**config.mk**
```make
export PLATFORM = sky130hd
export DESIGN_NAME = shift_serializer
export DESIGN_NICKNAME = d
export VERILOG_FILES = /design/src/rtl/shift_serializer.sv
export SDC_FILE = /design/constraint.sdc
export NUM_CORES = 1
export LEC_CHECK = 0
export ABC_AREA = 1
export BUFFER_PORTS_ARGS = -buffer_cell sky130_fd_sc_hd__clkbuf_2
export CAP_MARGIN = 25
export CORE_MARGIN = 2
export CORE_UTILIZATION = 55
export CTS_BUF_LIST = sky130_fd_sc_hd__clkbuf_8
export DETAILED_ROUTE_END_ITERATION = 7
export HOLD_SLACK_MARGIN = 0.12
export PLACE_DENSITY = 0.79
export SYNTH_ARGS = -nofsm -noshare
export SYNTH_HDL_FRONTEND = slang
export SYNTH_SLANG_ARGS = --single-unit
```
**constraint.sdc**
```tcl
create_clock -name clk -period 1.6 [get_ports clk]
set_input_delay 0.16 -clock clk [delete_from_list [all_inputs] [get_ports clk]]
set_output_delay 0.16 -clock clk [all_outputs]
set_load 0.05 [all_outputs]
```
**src/rtl/shift_serializer.sv**
```systemverilog
// -----------------------------------------------------------------------------
// shift_serializer
//
// Parallel-to-serial shifter with a selectable bit order per word. A word is
// accepted on load_valid & load_ready, then one bit is presented on serial_out
// and consumed on every cycle with shift_en high. A new word can be accepted on
// the cycle the last bit is consumed, giving gap-free back-to-back streaming.
//
// Configuration macro:
//   SHIFT_SERIALIZER_SIPO_EN - adds serial_in / par_out so the register also
//                              captures incoming serial bits (full duplex).
//
// Ports:
//   clk        - clock, all state updates on the rising edge
//   rst        - asynchronous active-high reset
//   load_data  - parallel word to serialise (WIDTH bits)
//   load_valid - load_data and lsb_first are valid this cycle
//   load_ready - block accepts a word this cycle
//   lsb_first  - bit order of the word being loaded (1 = LSB first)
//   shift_en   - consume the current serial bit and advance
//   serial_out - current serial bit
//   busy       - a word is being serialised
//   done       - one-cycle pulse after the last bit of a word is consumed
//   serial_in  - (SIPO only) bit shifted into the vacated register position
//   par_out    - (SIPO only) current contents of the shift register
// -----------------------------------------------------------------------------
module shift_serializer #(
    parameter int WIDTH = 8
) (
    input  logic             clk,
    input  logic             rst,
    input  logic [WIDTH-1:0] load_data,
    input  logic             load_valid,
    output logic             load_ready,
    input  logic             lsb_first,
    input  logic             shift_en,
    output logic             serial_out,
    output logic             busy,
    output logic             done
`ifdef SHIFT_SERIALIZER_SIPO_EN
    ,
    input  logic             serial_in,
    output logic [WIDTH-1:0] par_out
`endif
);

    localparam int CW = $clog2(WIDTH);

    typedef enum logic {
        IDLE  = 1'b0,
        SHIFT = 1'b1
    } state_t;

    state_t           state, state_next;
    logic [WIDTH-1:0] shreg, shreg_next;
    logic [CW-1:0]    cnt, cnt_next;
    logic             mode, mode_next;
    logic             done_next;
    logic             fill_bit;

`ifdef SHIFT_SERIALIZER_SIPO_EN
    assign fill_bit = serial_in;
    assign par_out  = shreg;
`else
    assign fill_bit = 1'b0;
`endif

    // State register.
    always_ff @(posedge clk or posedge rst) begin
        if (rst) begin
            state <= IDLE;
        end else begin
            state <= state_next;
        end
    end

    // Datapath registers: shift register, bit counter, bit-order mode and the
    // registered done pulse.
    always_ff @(posedge clk or posedge rst) begin
        if (rst) begin
            shreg <= '0;
            cnt   <= '0;
            mode  <= 1'b0;
            done  <= 1'b0;
        end else begin
            shreg <= shreg_next;
            cnt   <= cnt_next;
            mode  <= mode_next;
            done  <= done_next;
        end
    end

    // Next-state and output logic. The last-bit cycle also shifts so that in
    // SIPO builds all WIDTH incoming bits land in the register; a load on the
    // same cycle overrides that shift and keeps the FSM in SHIFT.
    always_comb begin
        state_next = state;
        shreg_next = shreg;
        cnt_next   = cnt;
        mode_next  = mode;
        done_next  = 1'b0;
        load_ready = 1'b0;
        busy       = 1'b0;
        serial_out = 1'b0;

        case (state)
            IDLE: begin
                load_ready = 1'b1;
            end
            SHIFT: begin
                busy       = 1'b1;
                serial_out = mode ? shreg[0] : shreg[WIDTH-1];
                if (shift_en) begin
                    shreg_next = mode ? {fill_bit, shreg[WIDTH-1:1]}
                                      : {shreg[WIDTH-2:0], fill_bit};
                    if (cnt == '0) begin
                        done_next  = 1'b1;
                        load_ready = 1'b1;
                        state_next = IDLE;
                    end else begin
                        cnt_next = cnt - 1'b1;
                    end
                end
            end
            default: begin
                state_next = IDLE;
            end
        endcase

        if (load_valid && load_ready) begin
            shreg_next = load_data;
            mode_next  = lsb_first;
            cnt_next   = CW'(WIDTH - 1);
            state_next = SHIFT;
        end
    end

endmodule

```
# ---- Word level (Yosys, flattened, before mapping)
# Cells that the tools add are included.
dict set report word_totals {
  register_bits 14
  output_inout_bits 4
  latch_bits 0
  in_bits 13
  wordCells 33
  romBits 0
  memories 0
  ramBits 0
}
dict set report classes {
  reduce_logical 6
  n_div 0
  n_mul 0
  magnitude_cmp 0
  addsub 1
  n_eq_ne 1
  shifts 0
  muxes 19
  bitwise_logic 1
}
# cell n
set op_table {}
lappend op_table {{two-way mux 8 bit} 4}
lappend op_table {{two-way mux 3 bit} 4}
lappend op_table {{two-way mux 1 bit} 10}
lappend op_table {{nonzero test 2 bit} 2}
lappend op_table {{zero test 3 bit} 1}
lappend op_table {{AND reduction 3 bit} 1}
lappend op_table {{subtractor 3 x 1 -> 3 bit, second input constant} 1}
lappend op_table {{inequality test 2 x 1 -> 1 bit, second input constant} 1}
lappend op_table {{one-hot mux 1 bit (2 select lines)} 1}
lappend op_table {{AND reduction 2 bit} 1}
lappend op_table {{logical AND 1 bit} 1}
lappend op_table {{inverter 1 bit} 1}

# ---- Depth between registers and ports, before layout
dict set report logic_depth {
  word_depth 7
  ltp_mapped 9
  ltp_nobuf 9
}

# ---- Worst setup path before layout
# OpenSTA, ideal clock, no wires.
dict set report synth_timing {
  path_type {reg2out}
  startpoint {register state}
  endpoint {output serial_out}
  path_stages_with_launch 3
  required_ps 1440
  arrival_ps 1553
  n_path_buf 0
  slack_ps -113
  cell_sequence {dfrtp_1 -> o21ai_0 -> nor2_1}
}
dict set report synth_between {
  elab_chain_cells 1
}
# element line_no
set synth_rtl {}
lappend synth_rtl {{from (decl)} 54} ;# state_t state, state_next;
lappend synth_rtl {{from (signal assigned)} 73} ;# state <= state_next;
lappend synth_rtl {{two-way mux 1 bit} 106} ;# case (state)
lappend synth_rtl {{to (decl)} 37} ;# output logic serial_out,
# Every way passes these cells.

# ---- Worst setup path after layout
dict set report layout_timing {
  startpoint {register mode}
  endpoint {output serial_out}
}
dict set report layout_between {
  elab_chain_cells 2
}
# element line_no
set layout_rtl {}
lappend layout_rtl {{from (decl)} 57} ;# logic mode, mode_next;
lappend layout_rtl {{from (signal assigned)} 88} ;# mode <= mode_next;
lappend layout_rtl {{two-way mux 1 bit} 112} ;# serial_out = mode ? shreg[0] : shreg[WIDTH-1];
lappend layout_rtl {{two-way mux 1 bit} 106}
# Every way passes these cells.

==> metrics.txt <==
Clock Sink Count 14; Async SR Flop Fraction 100.0%; min Tclk post-route 1.545 ns; Max H-tree Level 1; first-pass GRT wire length 3022 µm; post-synth net total 130; Die H 43.99 µm; overall die width 43.99 µm; max-slew violation count 0; clock tree from TritonCTS done; VDD IR-drop max 1032 µV; number of clock buffers inserted by TritonCTS 3; drt drc 0; clock tree skew after final layout 0.002451 ns; layout cells sized above 1 26.52%; Post-synth EDFFs 0; half-perimeter wire length after placement 1268 µm; final worst-path cycle share 96.57%; Worst setup EP type output port; Design Area, Final 1010 µm²; wire length on met1 864 µm; leakage 0.0005683 µW; buffer type at the clock tree root clkbuf_8; max_slew headroom 64.56%; worst reg-to-reg setup slack 0.09 ns; sum of routed wire length over all layers 1834 µm; Placer Congestion 0.8289; via total after detailed routing 771; path type of the worst min-delay path in -> reg; grt total ovfl 0; starting density of the core 58.39%; register bit count reported by yosys 14; top routing layer in use met4; Row Count 14; Die Area 1935 µm²; result of the run completed; Top Ports 17; via count normalized by instance count 5.209; NumNets Final 148; worst skew pair latency 0.25 ns; number of buffers added for setup after CTS 0; final total negative setup slack 0 ns; endpoint arrival time on the critical path 1.39 ns; final antenna diode count 0; cell type with the highest aggregate area in the netlist dfrtp_1; core box area 1506 µm²; power per standard cell area 2035 nW/µm²; sequential fraction of the synthesis area 39.83%; highest clock frequency the design can meet 647.2 MHz; worst-case hold slack 0.1724 ns; IO buf count 16; count of distinct cell types in the synthesized netlist 19; Routed met2 length 859 µm; netlist area before placement 879.6 µm²; Max-cap violations 0; initial antenna violation count 0; number of endpoints failing setup at the final stage 0; required time worst endpoint 1.44 ns; clock tree buffer depth 2; slew at the pin closest to its max-slew limit 0.5311 ns; largest net degree at the start of global routing 15; most common cell in the netlist nand2_1; type of origin of the critical path flop; average routed wire per standard cell 12.39 µm; Final Hold Fails 0; class of the most critical setup path reg -> out; vias in the first global route 728; post-synth top area share 39.83%; RSZ-0062 raised after global routing false; top cells by area, synth dfrtp_1, nand2_1, nand3_1; global-route total usage across every layer 21.24%; cell area reported after detailed placement 935.9 µm²; antenna-violating nets left 0; Synth Instances 115; Mapped Avg Cell Area 7.649 µm²; CTS clk-pin slew, worst paths 0.06 ns; total of fill cells in the finished design 132; most frequently used flop master after synthesis dfrtp_1; Routed met3 length 79 µm; highest fanout seen on the critical path 10; most instantiated cells after synthesis nand2_1, dfrtp_1, nand3_1; number of search-and-repair iterations in the first detailed-routing pass 4; YS warnings 0; synthesis-to-finish area growth 14.79%; number of violations reported at the end of detailed-routing iteration 0 15
## through the flow
stage	worst slack, ns	utilization, %	instances	total power (µW)
6_report	0.05489	67.03	148	2055
5_1_grt	0.002292	67.03	148	2201
3_5_place_dp	0.1124	62.13	143	1675
3_3_place_gp	0.1752	62.13	143	1653
4_1_cts	0.002213	66.61	148	2040
2_1_floorplan	0.06985	-	115	1538
## final cells by class
class                           count  area [µm²]  area share, %
Clock buffer                        4       55.05          5.452
Inverter                           10       37.54          3.717
Multi-Input combinational cell     86       442.9          43.87
Sequential cell                    14       350.3          34.70
Tap cell                           16       20.02          1.983
Timing Repair Buffer               18       103.9          10.29
## flip-flops by register name, indices dropped and copies added, names as in the netlist
signal	count
cnt	3
state	1
shreg	8
mode	1
done	1
## timing repair
item / CTS / global route
endpoints found under the setup margin: 1 / 3
hold buffers: 1 / 0
resized for setup: 1 / 3
hold endpoints to repair: 14 / 0
## where the power goes
group | internal, µW | total, µW | switching, µW | leakage [µW]
clock network | 218 | 344 | 126 | 0.0000288
logic | 385 | 1040 | 659 | 0.000368
registers | 516 | 667 | 151 | 0.000172
total | 1120 | 2050 | 936 | 0.000568
## worst max-delay path: stages (launching register included)
cell and delay, ns:
dfrtp_1 0.47, inv_1 0.21, nor2_1 0.08, nor2_2 0.10
clkbuf_2 0.27
## metal layers
metal	vias to the layer above	global-route usage [%]
li1	394	-
met1	353	27.42
met2	19	34.12
met3	5	4.583
met4	0	9.091
met5	-	0
## cell families after synthesis
family / after synthesis / synth area share (%)
adders and majority gates: 2 / 2.844
AOI/OAI and AO/OA: 8 / 4.978
xor gates and xnor gates: 1 / 0.9959
and+or+nand+nor: 75 / 40.97
DFF: 14 / 39.83
buffers and inverters: 15 / 10.38
## path summary, 6_finish.rpt
kind | startpoint | to | cells after the start
worst max-delay path | mode | serial_out | 4
worst min-delay path | lsb_first | mode | 3
worst max register to register | cnt[0] | cnt[0] | 9
worst min register to register | cnt[1] | cnt[1] | 2
max in group asynchronous | rst | cnt[2] | 3
min in group asynchronous | rst | shreg[6] | 3
## cells in the final DEF, fill, tap and decap left out, types with 3 or more instances in the layout
cell type / count
inv_1: 8
nand2_1: 42
or2_2: 4
nand3_1: 12
nand2_2: 3
clkbuf_8: 4
o21ai_0: 7
clkbuf_2: 15
dfrtp_1: 14
nand3b_1: 7
No activity file was read; power rests on OpenSTA's default activity.
